## src/rtl/dag_host_seq_ctrl_if.sv

```systemverilog
// rtl/dag_host_seq_ctrl_if.sv - host job port, word streams and processor init port of the DAG sequencer
// master: sequencer view; slave: host/processor view.
interface dag_host_seq_ctrl_if #(
  parameter int INSTR_L      = 32,
  parameter int WORD_L       = 32,
  parameter int INSTR_ADDR_L = 10,
  parameter int DATA_ADDR_L  = 12
);
  // host job descriptor and status
  logic                      start;
  logic [INSTR_ADDR_L:0]     cfg_n_instr;
  logic [DATA_ADDR_L:0]      cfg_n_data;
  logic [DATA_ADDR_L-1:0]    cfg_out_base;
  logic [DATA_ADDR_L:0]      cfg_n_out;
  logic                      cfg_ping;
  logic                      busy;
  logic                      done;
  logic                      err_timeout;
  // input word stream
  logic                      s_valid;
  logic                      s_ready;
  logic [INSTR_L-1:0]        s_data;
  // result stream
  logic                      m_valid;
  logic                      m_ready;
  logic [WORD_L-1:0]         m_data;
  // processor init/exec port
  logic                      enable_execution;
  logic [INSTR_L-1:0]        init_instr;
  logic [INSTR_ADDR_L-1:0]   init_instr_addr;
  logic                      init_instr_we;
  logic                      io_ping_wr;
  logic [INSTR_ADDR_L-1:0]   current_instr_rd_addr;
  logic [WORD_L-1:0]         init_data_in;
  logic [WORD_L-1:0]         init_data_out;
  logic [DATA_ADDR_L-1:0]    init_data_addr;
  logic                      init_data_we;
  logic                      init_data_re;

  modport master (
    input  start, cfg_n_instr, cfg_n_data, cfg_out_base, cfg_n_out, cfg_ping,
    input  s_valid, s_data, m_ready, current_instr_rd_addr, init_data_out,
    output busy, done, err_timeout, s_ready, m_valid, m_data,
    output enable_execution, init_instr, init_instr_addr, init_instr_we, io_ping_wr,
    output init_data_in, init_data_addr, init_data_we, init_data_re
  );

  modport slave (
    output start, cfg_n_instr, cfg_n_data, cfg_out_base, cfg_n_out, cfg_ping,
    output s_valid, s_data, m_ready, current_instr_rd_addr, init_data_out,
    input  busy, done, err_timeout, s_ready, m_valid, m_data,
    input  enable_execution, init_instr, init_instr_addr, init_instr_we, io_ping_wr,
    input  init_data_in, init_data_addr, init_data_we, init_data_re
  );
endinterface

```

## src/rtl/dag_host_seq_ctrl.sv

```systemverilog
// rtl/dag_host_seq_ctrl.sv - DAG processor job sequencer: load, execute, drain, read back
// Stages run in order LOAD_I, LOAD_D, EXEC/DRAIN, READ; stages with a zero count are skipped.
module dag_host_seq_ctrl #(
  parameter int INSTR_L      = 32,
  parameter int WORD_L       = 32,
  parameter int INSTR_ADDR_L = 10,
  parameter int DATA_ADDR_L  = 12,
  parameter int RD_LAT       = 1,
  parameter int DRAIN_CYCLES = 8,
  parameter int EXEC_TIMEOUT = 65535
) (
  input logic               clk,
  input logic               rst,
  dag_host_seq_ctrl_if.master bus
);

  localparam int CNT_W = ((INSTR_ADDR_L > DATA_ADDR_L) ? INSTR_ADDR_L : DATA_ADDR_L) + 1;
  localparam int CYC_W = $clog2(EXEC_TIMEOUT + DRAIN_CYCLES + RD_LAT + 1);
  localparam int IDX_W = DATA_ADDR_L + 1;

  typedef enum logic [3:0] {
    S_IDLE, S_LOAD_I, S_LOAD_D, S_EXEC, S_DRAIN,
    S_RD_ISSUE, S_RD_WAIT, S_RD_OUT, S_FIN
  } state_t;

  state_t                  r_state, w_next;
  logic [INSTR_ADDR_L:0]   r_n_instr;
  logic [DATA_ADDR_L:0]    r_n_data;
  logic [DATA_ADDR_L-1:0]  r_out_base;
  logic [DATA_ADDR_L:0]    r_n_out;
  logic                    r_ping;
  logic [CNT_W-1:0]        r_cnt;
  logic [CYC_W-1:0]        r_cyc;
  logic [IDX_W-1:0]        r_idx;
  logic                    r_err;
  logic                    r_done;
  logic                    r_instr_we;
  logic [INSTR_L-1:0]      r_instr;
  logic [INSTR_ADDR_L-1:0] r_instr_addr;
  logic                    r_data_we;
  logic [WORD_L-1:0]       r_data_in;
  logic [DATA_ADDR_L-1:0]  r_wr_addr;
  logic [WORD_L-1:0]       r_mdata;

  logic                    w_s_ready, w_hs;
  logic                    w_has_i, w_has_d, w_has_o;
  logic                    w_last_i, w_last_d;
  logic                    w_fetch_hit, w_exec_to, w_drain_end, w_rd_ready;
  logic [DATA_ADDR_L-1:0]  w_rd_addr;
  logic [IDX_W-1:0]        w_idx_nxt;
  logic                    w_more;
  logic                    w_counting;

  // First stage after 'cur' whose count is non-zero; EXEC needs instructions.
  function automatic state_t stage_after(input state_t cur, input logic has_i,
                                         input logic has_d, input logic has_o);
    if (cur == S_IDLE && has_i) return S_LOAD_I;
    if ((cur == S_IDLE || cur == S_LOAD_I) && has_d) return S_LOAD_D;
    if ((cur == S_IDLE || cur == S_LOAD_I || cur == S_LOAD_D) && has_i) return S_EXEC;
    if (has_o) return S_RD_ISSUE;
    return S_FIN;
  endfunction

  // In IDLE the decision is made from the live cfg inputs being latched this cycle.
  assign w_has_i = (r_state == S_IDLE) ? (bus.cfg_n_instr != '0) : (r_n_instr != '0);
  assign w_has_d = (r_state == S_IDLE) ? (bus.cfg_n_data  != '0) : (r_n_data  != '0);
  assign w_has_o = (r_state == S_IDLE) ? (bus.cfg_n_out   != '0) : (r_n_out   != '0);

  assign w_s_ready   = (r_state == S_LOAD_I) || (r_state == S_LOAD_D);
  assign w_hs        = bus.s_valid && w_s_ready;
  assign w_last_i    = (r_cnt == (CNT_W'(r_n_instr) - 1'b1));
  assign w_last_d    = (r_cnt == (CNT_W'(r_n_data) - 1'b1));
  assign w_fetch_hit = (bus.current_instr_rd_addr == (r_n_instr[INSTR_ADDR_L-1:0] - 1'b1));
  assign w_exec_to   = (r_cyc == CYC_W'(EXEC_TIMEOUT - 1));
  assign w_drain_end = (r_cyc == CYC_W'(DRAIN_CYCLES - 1));
  assign w_rd_ready  = (r_cyc == CYC_W'(RD_LAT - 1));
  assign w_rd_addr   = r_out_base + r_idx[DATA_ADDR_L-1:0];
  assign w_idx_nxt   = r_idx + 1'b1;
  assign w_more      = (w_idx_nxt < r_n_out);
  assign w_counting  = (r_state == S_EXEC) || (r_state == S_DRAIN) || (r_state == S_RD_WAIT);

  // State register.
  always_ff @(posedge clk or posedge rst) begin
    if (rst) r_state <= S_IDLE;
    else     r_state <= w_next;
  end

  // Next-state decode.
  always_comb begin
    w_next = r_state;
    case (r_state)
      S_IDLE:     if (bus.start) w_next = stage_after(S_IDLE, w_has_i, w_has_d, w_has_o);
      S_LOAD_I:   if (w_hs && w_last_i) w_next = stage_after(S_LOAD_I, w_has_i, w_has_d, w_has_o);
      S_LOAD_D:   if (w_hs && w_last_d) w_next = stage_after(S_LOAD_D, w_has_i, w_has_d, w_has_o);
      S_EXEC: begin
        if (w_fetch_hit)    w_next = S_DRAIN;
        else if (w_exec_to) w_next = S_FIN;
      end
      S_DRAIN:    if (w_drain_end) w_next = stage_after(S_DRAIN, w_has_i, w_has_d, w_has_o);
      S_RD_ISSUE: w_next = S_RD_WAIT;
      S_RD_WAIT:  if (w_rd_ready) w_next = S_RD_OUT;
      S_RD_OUT:   if (bus.m_ready) w_next = w_more ? S_RD_ISSUE : S_FIN;
      S_FIN:      w_next = S_IDLE;
      default:    w_next = S_IDLE;
    endcase
  end

  // Cycle counter for EXEC timeout, drain length and read latency; restarts on every state change.
  always_ff @(posedge clk or posedge rst) begin
    if (rst)                                  r_cyc <= '0;
    else if (w_counting && w_next == r_state) r_cyc <= r_cyc + 1'b1;
    else                                      r_cyc <= '0;
  end

  // Config latch, load writes, readback capture and status flags.
  always_ff @(posedge clk or posedge rst) begin
    if (rst) begin
      r_n_instr    <= '0;
      r_n_data     <= '0;
      r_out_base   <= '0;
      r_n_out      <= '0;
      r_ping       <= 1'b0;
      r_cnt        <= '0;
      r_idx        <= '0;
      r_err        <= 1'b0;
      r_done       <= 1'b0;
      r_instr_we   <= 1'b0;
      r_instr      <= '0;
      r_instr_addr <= '0;
      r_data_we    <= 1'b0;
      r_data_in    <= '0;
      r_wr_addr    <= '0;
      r_mdata      <= '0;
    end else begin
      r_instr_we <= 1'b0;
      r_data_we  <= 1'b0;
      r_done     <= (r_state == S_FIN);
      case (r_state)
        S_IDLE: if (bus.start) begin
          r_n_instr  <= bus.cfg_n_instr;
          r_n_data   <= bus.cfg_n_data;
          r_out_base <= bus.cfg_out_base;
          r_n_out    <= bus.cfg_n_out;
          r_ping     <= bus.cfg_ping;
          r_err      <= 1'b0;
          r_cnt      <= '0;
          r_idx      <= '0;
        end
        S_LOAD_I: if (w_hs) begin
          r_instr_we   <= 1'b1;
          r_instr      <= bus.s_data;
          r_instr_addr <= r_cnt[INSTR_ADDR_L-1:0];
          r_cnt        <= w_last_i ? '0 : r_cnt + 1'b1;
        end
        S_LOAD_D: if (w_hs) begin
          r_data_we <= 1'b1;
          r_data_in <= bus.s_data[WORD_L-1:0];
          r_wr_addr <= r_cnt[DATA_ADDR_L-1:0];
          r_cnt     <= w_last_d ? '0 : r_cnt + 1'b1;
        end
        S_EXEC:    if (!w_fetch_hit && w_exec_to) r_err <= 1'b1;
        S_RD_WAIT: if (w_rd_ready) r_mdata <= bus.init_data_out;
        S_RD_OUT:  if (bus.m_ready) r_idx <= w_idx_nxt;
        default: ;
      endcase
    end
  end

  assign bus.s_ready          = w_s_ready;
  assign bus.m_valid          = (r_state == S_RD_OUT);
  assign bus.m_data           = r_mdata;
  assign bus.busy             = (r_state != S_IDLE);
  assign bus.done             = r_done;
  assign bus.err_timeout      = r_err;
  assign bus.enable_execution = (r_state == S_EXEC) || (r_state == S_DRAIN);
  assign bus.init_instr       = r_instr;
  assign bus.init_instr_addr  = r_instr_addr;
  assign bus.init_instr_we    = r_instr_we;
  assign bus.io_ping_wr       = r_ping;
  assign bus.init_data_in     = r_data_in;
  assign bus.init_data_addr   = (r_state == S_RD_ISSUE) ? w_rd_addr : r_wr_addr;
  assign bus.init_data_we     = r_data_we;
  assign bus.init_data_re     = (r_state == S_RD_ISSUE);

endmodule

```

## src/flat_wrapper.sv

```systemverilog
// flat-port wrapper written by rule: the top's interface ports become plain ports
module dag_host_seq_ctrl_flat 
#(
  parameter int INSTR_L      = 32,
  parameter int WORD_L       = 32,
  parameter int INSTR_ADDR_L = 10,
  parameter int DATA_ADDR_L  = 12,
  parameter int RD_LAT       = 1,
  parameter int DRAIN_CYCLES = 8,
  parameter int EXEC_TIMEOUT = 65535
)
  (clk, rst, bus_start, bus_cfg_n_instr, bus_cfg_n_data, bus_cfg_out_base, bus_cfg_n_out, bus_cfg_ping, bus_s_valid, bus_s_data, bus_m_ready, bus_current_instr_rd_addr, bus_init_data_out, bus_busy, bus_done, bus_err_timeout, bus_s_ready, bus_m_valid, bus_m_data, bus_enable_execution, bus_init_instr, bus_init_instr_addr, bus_init_instr_we, bus_io_ping_wr, bus_init_data_in, bus_init_data_addr, bus_init_data_we, bus_init_data_re);
  dag_host_seq_ctrl_if #(.INSTR_L(INSTR_L), .WORD_L(WORD_L), .INSTR_ADDR_L(INSTR_ADDR_L), .DATA_ADDR_L(DATA_ADDR_L)) bus_i ();
  input logic clk;
  input logic rst;
  input wire logic [$bits(bus_i.start)-1:0] bus_start;
  input wire logic [$bits(bus_i.cfg_n_instr)-1:0] bus_cfg_n_instr;
  input wire logic [$bits(bus_i.cfg_n_data)-1:0] bus_cfg_n_data;
  input wire logic [$bits(bus_i.cfg_out_base)-1:0] bus_cfg_out_base;
  input wire logic [$bits(bus_i.cfg_n_out)-1:0] bus_cfg_n_out;
  input wire logic [$bits(bus_i.cfg_ping)-1:0] bus_cfg_ping;
  input wire logic [$bits(bus_i.s_valid)-1:0] bus_s_valid;
  input wire logic [$bits(bus_i.s_data)-1:0] bus_s_data;
  input wire logic [$bits(bus_i.m_ready)-1:0] bus_m_ready;
  input wire logic [$bits(bus_i.current_instr_rd_addr)-1:0] bus_current_instr_rd_addr;
  input wire logic [$bits(bus_i.init_data_out)-1:0] bus_init_data_out;
  output wire logic [$bits(bus_i.busy)-1:0] bus_busy;
  output wire logic [$bits(bus_i.done)-1:0] bus_done;
  output wire logic [$bits(bus_i.err_timeout)-1:0] bus_err_timeout;
  output wire logic [$bits(bus_i.s_ready)-1:0] bus_s_ready;
  output wire logic [$bits(bus_i.m_valid)-1:0] bus_m_valid;
  output wire logic [$bits(bus_i.m_data)-1:0] bus_m_data;
  output wire logic [$bits(bus_i.enable_execution)-1:0] bus_enable_execution;
  output wire logic [$bits(bus_i.init_instr)-1:0] bus_init_instr;
  output wire logic [$bits(bus_i.init_instr_addr)-1:0] bus_init_instr_addr;
  output wire logic [$bits(bus_i.init_instr_we)-1:0] bus_init_instr_we;
  output wire logic [$bits(bus_i.io_ping_wr)-1:0] bus_io_ping_wr;
  output wire logic [$bits(bus_i.init_data_in)-1:0] bus_init_data_in;
  output wire logic [$bits(bus_i.init_data_addr)-1:0] bus_init_data_addr;
  output wire logic [$bits(bus_i.init_data_we)-1:0] bus_init_data_we;
  output wire logic [$bits(bus_i.init_data_re)-1:0] bus_init_data_re;
  assign bus_i.start = bus_start;
  assign bus_i.cfg_n_instr = bus_cfg_n_instr;
  assign bus_i.cfg_n_data = bus_cfg_n_data;
  assign bus_i.cfg_out_base = bus_cfg_out_base;
  assign bus_i.cfg_n_out = bus_cfg_n_out;
  assign bus_i.cfg_ping = bus_cfg_ping;
  assign bus_i.s_valid = bus_s_valid;
  assign bus_i.s_data = bus_s_data;
  assign bus_i.m_ready = bus_m_ready;
  assign bus_i.current_instr_rd_addr = bus_current_instr_rd_addr;
  assign bus_i.init_data_out = bus_init_data_out;
  assign bus_busy = bus_i.busy;
  assign bus_done = bus_i.done;
  assign bus_err_timeout = bus_i.err_timeout;
  assign bus_s_ready = bus_i.s_ready;
  assign bus_m_valid = bus_i.m_valid;
  assign bus_m_data = bus_i.m_data;
  assign bus_enable_execution = bus_i.enable_execution;
  assign bus_init_instr = bus_i.init_instr;
  assign bus_init_instr_addr = bus_i.init_instr_addr;
  assign bus_init_instr_we = bus_i.init_instr_we;
  assign bus_io_ping_wr = bus_i.io_ping_wr;
  assign bus_init_data_in = bus_i.init_data_in;
  assign bus_init_data_addr = bus_i.init_data_addr;
  assign bus_init_data_we = bus_i.init_data_we;
  assign bus_init_data_re = bus_i.init_data_re;
  dag_host_seq_ctrl #(.INSTR_L(INSTR_L), .WORD_L(WORD_L), .INSTR_ADDR_L(INSTR_ADDR_L), .DATA_ADDR_L(DATA_ADDR_L), .RD_LAT(RD_LAT), .DRAIN_CYCLES(DRAIN_CYCLES), .EXEC_TIMEOUT(EXEC_TIMEOUT)) u_core (.clk(clk), .rst(rst), .bus(bus_i));
endmodule
```

## config.mk

```make
export PLATFORM = sky130hd
export DESIGN_NAME = dag_host_seq_ctrl_flat
export DESIGN_NICKNAME = d
export VERILOG_FILES = /design/src/rtl/dag_host_seq_ctrl_if.sv /design/src/rtl/dag_host_seq_ctrl.sv /design/src/flat_wrapper.sv
export SDC_FILE = /design/constraint.sdc
export NUM_CORES = 1
export LEC_CHECK = 0
export ABC_AREA = 1
export BUFFER_PORTS_ARGS = -buffer_cell sky130_fd_sc_hd__buf_4
export CAP_MARGIN = 20
export CELL_PAD_IN_SITES_DETAIL_PLACEMENT = 0
export CELL_PAD_IN_SITES_GLOBAL_PLACEMENT = 1
export CORE_ASPECT_RATIO = 1.75
export CORE_MARGIN = 4
export CORE_UTILIZATION = 40
export CTS_BUF_LIST = sky130_fd_sc_hd__clkbuf_16
export DETAILED_ROUTE_END_ITERATION = 16
export GPL_TIMING_DRIVEN = 0
export PLACE_DENSITY = 0.81
export SETUP_SLACK_MARGIN = 0.05
export SYNTH_ARGS = -nofsm -noshare
export SYNTH_HDL_FRONTEND = slang
export SYNTH_SLANG_ARGS = --single-unit
export TNS_END_PERCENT = 10
```

## constraint.sdc

```tcl
create_clock -name clk -period 17.05 [get_ports clk]
set_input_delay 4.2625 -clock clk [delete_from_list [all_inputs] [get_ports clk]]
set_output_delay 4.2625 -clock clk [all_outputs]
set_load 0.01 [all_outputs]
```

* Word level (Yosys, flattened, before mapping)
Cells that the tools add are included. W data, S select, Z words.
Storage, ports and cells: output and inout bits 128, memories 0, RAM bits 0, memory bits (read-only) 0, latch bits 0, register bits after elaboration 219
Cells by class: bitwise gates (word level) 0, equality and inequality tests 19, $add $sub $neg 7, magnitude comparators 1, mux-type cells 82, divide/modulo/power cells 0, shift operators 0, multipliers 0, reductions and logical operators 28
Operators with widths (count):
- $mux W4 | 29
- $mux W13 | 6
- $reduce_bool A13 Y1 | 4
- $mux W1 | 41
- $pmux W13 S3 | 1
- $pmux W4 S8 | 1
- $add A13 B1 Y13 const B | 2
- $eq A13 B13 Y1 | 2
- $pmux W13 S2 | 1
- $reduce_bool A11 Y1 | 2
- $add A17 B1 Y17 const B | 1
- $eq A17 B16 Y1 const B | 1
- $eq A17 B3 Y1 const B | 1
- $logic_not A17 Y1 | 1
- $mux W17 | 1
- $eq A4 B3 Y1 const B | 4
- $lt A13 B13 Y1 | 1
- $sub A13 B1 Y13 const B | 1
- $add A12 B12 Y12 | 1
- $mux W12 | 1
- $sub A11 B1 Y12 const B | 1
- $eq A10 B10 Y1 | 1
- $sub A10 B1 Y10 const B | 1
- $eq A4 B2 Y1 const B | 2
- other kinds (16) | 30

* Depth between registers and ports, before layout
Gate-level depths: netlist of the first run.
word-level depth 26, gate-level depth with buffers 26, mapped depth without buffers 25

* Worst setup path after synthesis of the first run
No wires, ideal clock.
path type reg-to-output, from register u_core.r_idx[5], to output port bus_init_data_addr[11], setup slack 10926 ps, arrival 1862 ps, cell stages (with the launch flop) 12, buffers on the path 0, cells stage by stage dfrtp_1 > ha_1 > inv_1 > nor3_1 > nand3_1 > o2111ai_1 > nand2_1 > inv_1 > nor2_1 > o21bai_1 > xnor2_1 > o21ai_0
Between the ends: longest elaborated chain between the ends 2
RTL lines:
- start, declared | line dag_host_seq_ctrl.sv:34 | logic [IDX_W-1:0] r_idx;
- start signal, assigned | line dag_host_seq_ctrl.sv:163 | S_RD_OUT: if (bus.m_ready) r_idx <= w_idx_nxt;
- $add A12 B12 Y12 | line dag_host_seq_ctrl.sv:77 | assign w_rd_addr = r_out_base + r_idx[DATA_ADDR_L-1:0];
- $mux W12 | line dag_host_seq_ctrl.sv:181 | assign bus.init_data_addr = (r_state == S_RD_ISSUE) ? w_rd_addr : r_wr_addr;
- end, declared | line flat_wrapper.sv:39 | output wire logic [$bits(bus_i.init_data_addr)-1:0] bus_init_data_addr;
No other way between the ends.

* Worst setup path in the final report of the first run
from register u_core.r_idx[2], to output port bus_init_data_addr[11]
Same word-level chain as after synthesis.

==> impl_metrics.json, run 1 <==
{
  "insertedDiodeCount": 0,
  "post_synthesis_adder_cell_area_fraction": 0.03331,
  "synth.distinct_cells": 43,
  "root_buffer": "clkbuf_16",
  "postSynthAreaPerCell_um2": 7.928,
  "route.detailed.wl_per_inst_um": 16.87,
  "clkPwrFrac": 0.188,
  "critical-path-slowest-cell": "dfrtp_1",
  "sequentialPowerShare": 0.337,
  "met2_length_um": 20130,
  "clk_pin_slew_worst_paths_ns": 0.07,
  "setup_total_negative_slack_ns": 0,
  "row_count": 83,
  "worstSkewPairLatency_ns": 0.53,
  "worst_path_largest_cell_delay_ns": 0.45,
  "criticalPathCategory": "register to output pin",
  "met1Wirelength_um": 12840,
  "die_h_um": 235.9,
  "synth_cells": 1497,
  "synthToLayoutAreaGrowth_pct": 26.62,
  "critical_path_required_ns": 12.79,
  "numClockSinks": 219,
  "cts-root-to-sink-buffers": 3,
  "vdd.ir_drop.worst_mv": 0.1066,
  "crit_path_max_fanout": 4,
  "ioPinCount": 257,
  "setup.worst_path.end_class": "output pin",
  "synth_xor_area_frac": 0.02952,
  "hold_viol_final": 0,
  "wl_met3_um": 1733,
  "drv_cap": 0,
  "yosys.area_share.simple": 0.2697,
  "grt_pass1_wl_um": 59080,
  "ffs_latches_synth": 219,
  "yosys_most_used_dff": "dfrtp_1",
  "power.net_switching_uw": 1110,
  "ys_seq_area_frac": 0.4617,
  "run_status": "finished clean",
  "worst_path_arrival_time_ns": 2.79,
  "resized_gates_after_cts": 0,
  "worst_slew_pin_slew_ns": 0.7717,
  "worst_setup_path_start_kind": "register",
  "rsz0062_at_grt": "no",
  "drtAntennaViolNets": 0,
  "finalCriticalPeriod_ns": 7.053,
  "finalWirelength_um": 36710,
  "final.setup_skew_ns": 0.02034,
  "power.density_cell_area_nw_per_um2": 174.9,
  "power_report.internal_total_uw": 1518,
  "post-synth-top-area-fraction": 0.4617,
  "cts_hold_buffers": 0,
  "cts_inserted_buffers": 22,
  "largest_net_degree_at_the_start_of_global_routing": 124,
  "crit_top_cell": "inv_1",
  "htree_num_levels": 1,
  "grtUsageTotal": 0.2237,
  "hold_path_class": "register to register",
  "netlist_area_um2": 11870,
  "fin_hold_ws_ns": 0.4772,
  "synth.area.mux_share": 0.03036,
  "slew_limit_fails": 0,
  "synth_top_family_by_area": "simple AND/OR/NAND/NOR gates",
  "count_of_flip_flops_with_a_built_in_enable_after_synthesis": 0,
  "core_um2": 29290,
  "power.switching_fraction": 0.4224,
  "routed.top_layer": "met4",
  "min_delay_path_depth": 1,
  "numPortBuffers": 256,
  "synth_most_common_cell": "nand2_1",
  "yosysTopAreaCell": "dfrtp_1",
  "fmax_mhz": 141.8,
  "place.gp.congestion": 0.8841,
  "period_share": 0.4136,
  "first_iter_violations": 489,
  "total_drc_errors_in_the_routed_layout": 0,
  "synth_warnings": 0,
  "setup-violations-final": 0,
  "floorplan.die_area_um2": 32600,
  "cts_post_setup_buffers_inserted": 0,
  "ys_async_sr_fraction": 1.000,
  "netlist_top_cells_area": "dfrtp_1 46%, nand2_1 12%, inv_1 6.9%",
  "antenna_found_initial": 0,
  "synth-compound-area-share": 0.08729,
  "initial_core_util": 0.4053,
  "static-leakage-power_uw": 0.007808,
  "relSlewSlack": 0.4837,
  "detail_route.vias_per_cell": 4.959,
  "final_layout_size_suffix_gt1_frac": 0.2241,
  "tritoncts_clock_tree": "built",
  "globalRouteOverflowTotal": 0,
  "worstPathCellList": "ha_1 > inv_1 > nor3_1 > nand3_1 > o2111ai_1 > nand2_1 > inv_1 > nor2_1 > o21bai_1 > xnor2_1 > o21ai_0 > buf_4",
  "number_of_vias_in_the_routed_layout": 10790,
  "number_of_global_route_vias_before_repair": 11371,
  "nets": 1938,
  "combinational_group_share_of_total_power": 0.475,
  "reg2regPathDepth": 26,
  "mappedNetlistNets": 1657,
  "drt_pre_antenna_iters": 4,
  "hpwl_um": 29220,
  "chipWidth_um": 138.2,
  "netlist_top_cells_count": "384 x nand2_1, 219 x dfrtp_1, 218 x inv_1"
}
==> cell type report <==
class	count	area [um^2]
fillers	2943	14260
clock buffers	22	550.5
multi-input cells	1005	5343
flip-flops and latches	219	5480
clock inverters	18	173.9
well taps	382	478.0
inverters	234	887.1
repair buffers	257	1949
plain buffers	39	166.4
==> kinds of logic after synthesis <==
group	Yosys count
AOI/OAI and AO/OA	198
xor gates and xnor gates	40
adders and majority gates	31
buffers and inverters	273
DFF	219
muxes	32
and+or+nand+nor	704
==> layer usage <==
metal / vias to the layer above / track usage
met5: - / 0
met4: 0 / 0.1082
met3: 84 / 0.03550
met2: 303 / 0.4352
met1: 5102 / 0.2281
li1: 5301 / -
==> per-stage QoR <==
step	cell area [um^2]	power (uW)	utilization	worst slack [ns]	std cells
2_1_floorplan	11870	1632	-	6.795	1497
3_3_place_gp	14270	2129	0.4872	4.075	2135
3_5_place_dp	14300	2153	0.4884	10.55	2136
4_1_cts	15030	2662	0.5132	9.979	2176
5_1_grt	15030	2849	0.5132	9.735	2176
6_report	15030	2629	0.5132	9.997	2176
==> critical path: cells and delay by family (launching register included) <==
kind	cells	cell delay [ns]
fa+ha+maj	1	0.37
buf+inv	3	0.33
simple gates	4	0.53
flops	1	0.45
xor+xnor	1	0.09
compound gates	3	0.49
==> sequential cells by signal, indices dropped and copies added, names as in the netlist <==
register,flops
u_core.bus.done,1
u_core.bus.err_timeout,1
u_core.bus.init_data_in,32
u_core.bus.init_data_we,1
u_core.bus.init_instr,32
u_core.bus.init_instr_addr,10
u_core.bus.init_instr_we,1
u_core.bus.io_ping_wr,1
u_core.bus.m_data,32
u_core.r_cnt,13
u_core.r_cyc,17
u_core.r_idx,13
u_core.r_n_data,13
u_core.r_n_instr,11
u_core.r_n_out,13
u_core.r_out_base,12
u_core.r_state,4
u_core.r_wr_addr,12
==> final timing paths <==
path / start / end / slack, ns
worst max-delay path: u_core.r_idx[2] / bus_init_data_addr[11] / 10.0
worst min-delay path: u_core.r_cyc[0] / u_core.r_cyc[0] / 0.48
worst max register to register: u_core.r_idx[1] / u_core.r_cyc[11] / 13.23
worst min register to register: u_core.r_cyc[0] / u_core.r_cyc[0] / 0.48
max in group asynchronous: rst / u_core.bus.init_instr_addr[1] / 12.16
min in group asynchronous: rst / u_core.r_cyc[7] / 3.85
==> layout by cell type (no fill, tap or decap), types with 2 or more instances in the layout <==
| cell | instances |
|---|---|
| nor3_4 | 2 |
| nor2_1 | 98 |
| nor3_1 | 20 |
| o21ai_1 | 3 |
| ha_1 | 30 |
| nand3b_1 | 8 |
| o2111ai_1 | 3 |
| clkinv_2 | 4 |
| inv_2 | 12 |
| nand3_2 | 6 |
| o211ai_1 | 2 |
| nand2_4 | 2 |
| or2_1 | 3 |
| clkbuf_1 | 32 |
| bufinv_16 | 3 |
| clkinvlp_4 | 3 |
| buf_2 | 3 |
| nand4_1 | 22 |
| clkbuf_16 | 22 |
| nor2_4 | 19 |
| clkinv_1 | 6 |
| buf_1 | 3 |
| nor2_2 | 14 |
| o22ai_1 | 6 |
| xor2_1 | 32 |
| dfrtp_1 | 219 |
| buf_4 | 256 |
| o21ai_0 | 159 |
| or2_2 | 3 |
| nand2_1 | 384 |
| inv_1 | 222 |
| o31ai_1 | 3 |
| a21oi_1 | 17 |
| nand2_2 | 16 |
| nand3_1 | 104 |
| mux2_2 | 32 |
| xnor2_1 | 8 |
==> power groups by stage <==
stage               Sequential, uW  Clock (uW)  Combinational (uW)
finish                         886         495                1250
global route                   911         531                1410
CTS                            887         509                1270
detailed placement             892           0                1260
global placement               887           0                1240
floorplan                      906           0                 726
Power figures use the tool's default switching activity.
==> run 2, diff against run 1 <==
- CORE_UTILIZATION: 40 -> 36
- PLACE_DENSITY: 0.81 -> 0.77
- clock period: 17.05 -> 5.7 ns (I/O delays scaled with it)
==> impl_metrics.json, run 2 (same netlist as run 1, synthesis figures left out) <==
{
  "run_status": "finished clean",
  "final.setup_skew_ns": 0.02226,
  "drv_cap": 0,
  "worst-path-buf-inv": 3,
  "die_h_um": 248.2,
  "drt_pre_antenna_iters": 5,
  "worst_path_largest_cell_delay_ns": 0.43,
  "route.detailed.wl_per_inst_um": 17.21,
  "largest_net_degree_at_the_start_of_global_routing": 43,
  "resized_gates_after_cts": 0,
  "rsz0062_at_grt": "no",
  "period_share": 0.7600,
  "core_um2": 32440,
  "seq_area_um2": 5480,
  "ioPinCount": 257,
  "htree_num_levels": 1,
  "grt_pass1_wl_um": 59350,
  "clk_pin_slew_worst_paths_ns": 0.06,
  "fin_hold_ws_ns": 0.4838,
  "layout.cells.most_common_list": "384 x nand2_1, 256 x buf_4, 221 x inv_1",
  "relSlewSlack": 0.4157,
  "hold_viol_final": 0,
  "finalCriticalPeriod_ns": 4.332,
  "min_delay_path_depth": 2,
  "setup-violations-final": 0,
  "fin_ws_ns": 1.368,
  "hpwl_um": 30450,
  "number_of_vias_in_the_routed_layout": 10769,
  "mostFrequentLayoutCell": "nand2_1",
  "static-leakage-power_uw": 0.007847,
  "floorplan.die_area_um2": 36050,
  "row_count": 87,
  "crit_top_cell": "inv_1",
  "reg2regPathDepth": 24,
  "hold_path_class": "register to register",
  "detail_route.vias_per_cell": 4.902,
  "synthToLayoutAreaGrowth_pct": 27.47,
  "critical-path-slowest-cell": "dfrtp_1",
  "worst_setup_path_start_kind": "register",
  "insertedDiodeCount": 0,
  "first_iter_violations": 478,
  "pre_cts_slack_ns": 1.819,
  "worst-path-stages": 12,
  "finalWirelength_um": 37800,
  "root_buffer": "clkbuf_16",
  "crit_path_max_fanout": 4,
  "tritoncts_clock_tree": "built",
  "setup_total_negative_slack_ns": 0,
  "vdd.ir_drop.worst_mv": 0.2874,
  "cts_inserted_buffers": 23,
  "slew_limit_fails": 0,
  "worstPathCellList": "ha_1 > inv_1 > nor3_1 > nand3_1 > o2111ai_1 > nand2_1 > inv_1 > nor2_1 > o21bai_1 > xnor2_1 > o21ai_0 > buf_4",
  "nets": 1943,
  "critical_path_required_ns": 4.28,
  "number_of_global_route_vias_before_repair": 11180,
  "multi_input_comb_area_um2": 5343,
  "cts_post_setup_buffers_inserted": 0,
  "drtAntennaViolNets": 0,
  "worst_slew_pin_slew_ns": 0.8747,
  "cts-root-to-sink-buffers": 3,
  "cts_hold_buffers": 0,
  "chipWidth_um": 145.3,
  "power.density_cell_area_nw_per_um2": 524.3,
  "globalRouteOverflowTotal": 0,
  "grtUsageTotal": 0.2065,
  "setup.worst_path.end_class": "output pin",
  "numPortBuffers": 256,
  "fmax_mhz": 230.9,
  "final_layout_size_suffix_gt1_frac": 0.2259,
  "finalPower_uw": 7932,
  "numClockSinks": 219,
  "layout.core_utilization": 0.4664,
  "total_drc_errors_in_the_routed_layout": 0,
  "antenna_found_initial": 0,
  "worstSkewPairLatency_ns": 0.54,
  "place.gp.congestion": 0.8716,
  "num-fill-cells": 3315,
  "criticalPathCategory": "register to output pin",
  "timing.critical_path.max_delay_family": "simple AND/OR/NAND/NOR gates",
  "initial_core_util": 0.3659,
  "worst_path_arrival_time_ns": 2.91
}
run 2: changes by cell type in the layout (fill, tap and decap cells not counted), sizes merged:
| cell | before | now |
|---|---|---|
| buf | 264 | 268 |
| clkbuf | 54 | 55 |
| clkinv | 11 | 10 |
| clkinvlp | 3 | 2 |
run 2: worst register-to-register path, cell delays in order (launching register included):
cell,delay [ns]
dfrtp_1,0.43
ha_1,0.22
nand3_1,0.15
nor4_1,0.46
nand3_1,0.23
nor3_1,0.23
xor2_1,0.23
inv_1,0.09
ha_1,0.29
nand2_1,0.05
inv_1,0.07
nand3_1,0.07
nor3_1,0.13
nand2_1,0.08
nand4_1,0.11
nand2_1,0.08
nand2_1,0.10
nand3_2,0.10
nor2_4,0.13
nand2_2,0.06
nand2_2,0.06
nand2_2,0.06
nand2_4,0.13
buf_12,0.19
nor2_4,0.04
run 2: worst paths after layout:
check / startpoint / end / slack, ns
max: u_core.r_idx[2] / bus_init_data_addr[11] / 1.37
min: u_core.r_n_out[3] / u_core.r_n_out[3] / 0.48
max reg2reg: u_core.r_idx[0] / u_core.r_cyc[10] / 1.78
min reg2reg: u_core.r_n_out[3] / u_core.r_n_out[3] / 0.48
max in group asynchronous: rst / u_core.bus.m_data[22] / 3.39
min in group asynchronous: rst / u_core.r_out_base[6] / 1.06
run 2: final cells by class:
class	count	share of cell area
repair buffers	261	0.1336
inverters	234	0.05839
multi-input cells	1005	0.3531
clock inverters	16	0.01050
clock buffers	23	0.03804
plain buffers	39	0.01100
well taps	400	0.03308
flip-flops and latches	219	0.3622
run 2: power by group:
group | switching (uW) | internal (uW)
sequential | 487 | 2160
combinational | 2220 | 1540
clock | 649 | 870
total | 3360 | 4580
run 2: layer usage:
layer,part of all wire,track usage,up-vias
li1,-,-,5317
met1,0.35,0.2063,5091
met2,0.55,0.4057,276
met3,0.043,0.03021,85
met4,0.061,0.1163,0
met5,0,0,-
run 2: metrics by stage:
step                cell area (um^2)  std cells
detailed placement             14400       2158
global placement               14300       2153
global route                   15130       2197
floorplan                      11870       1497
CTS                            15130       2197
finish                         15130       2197
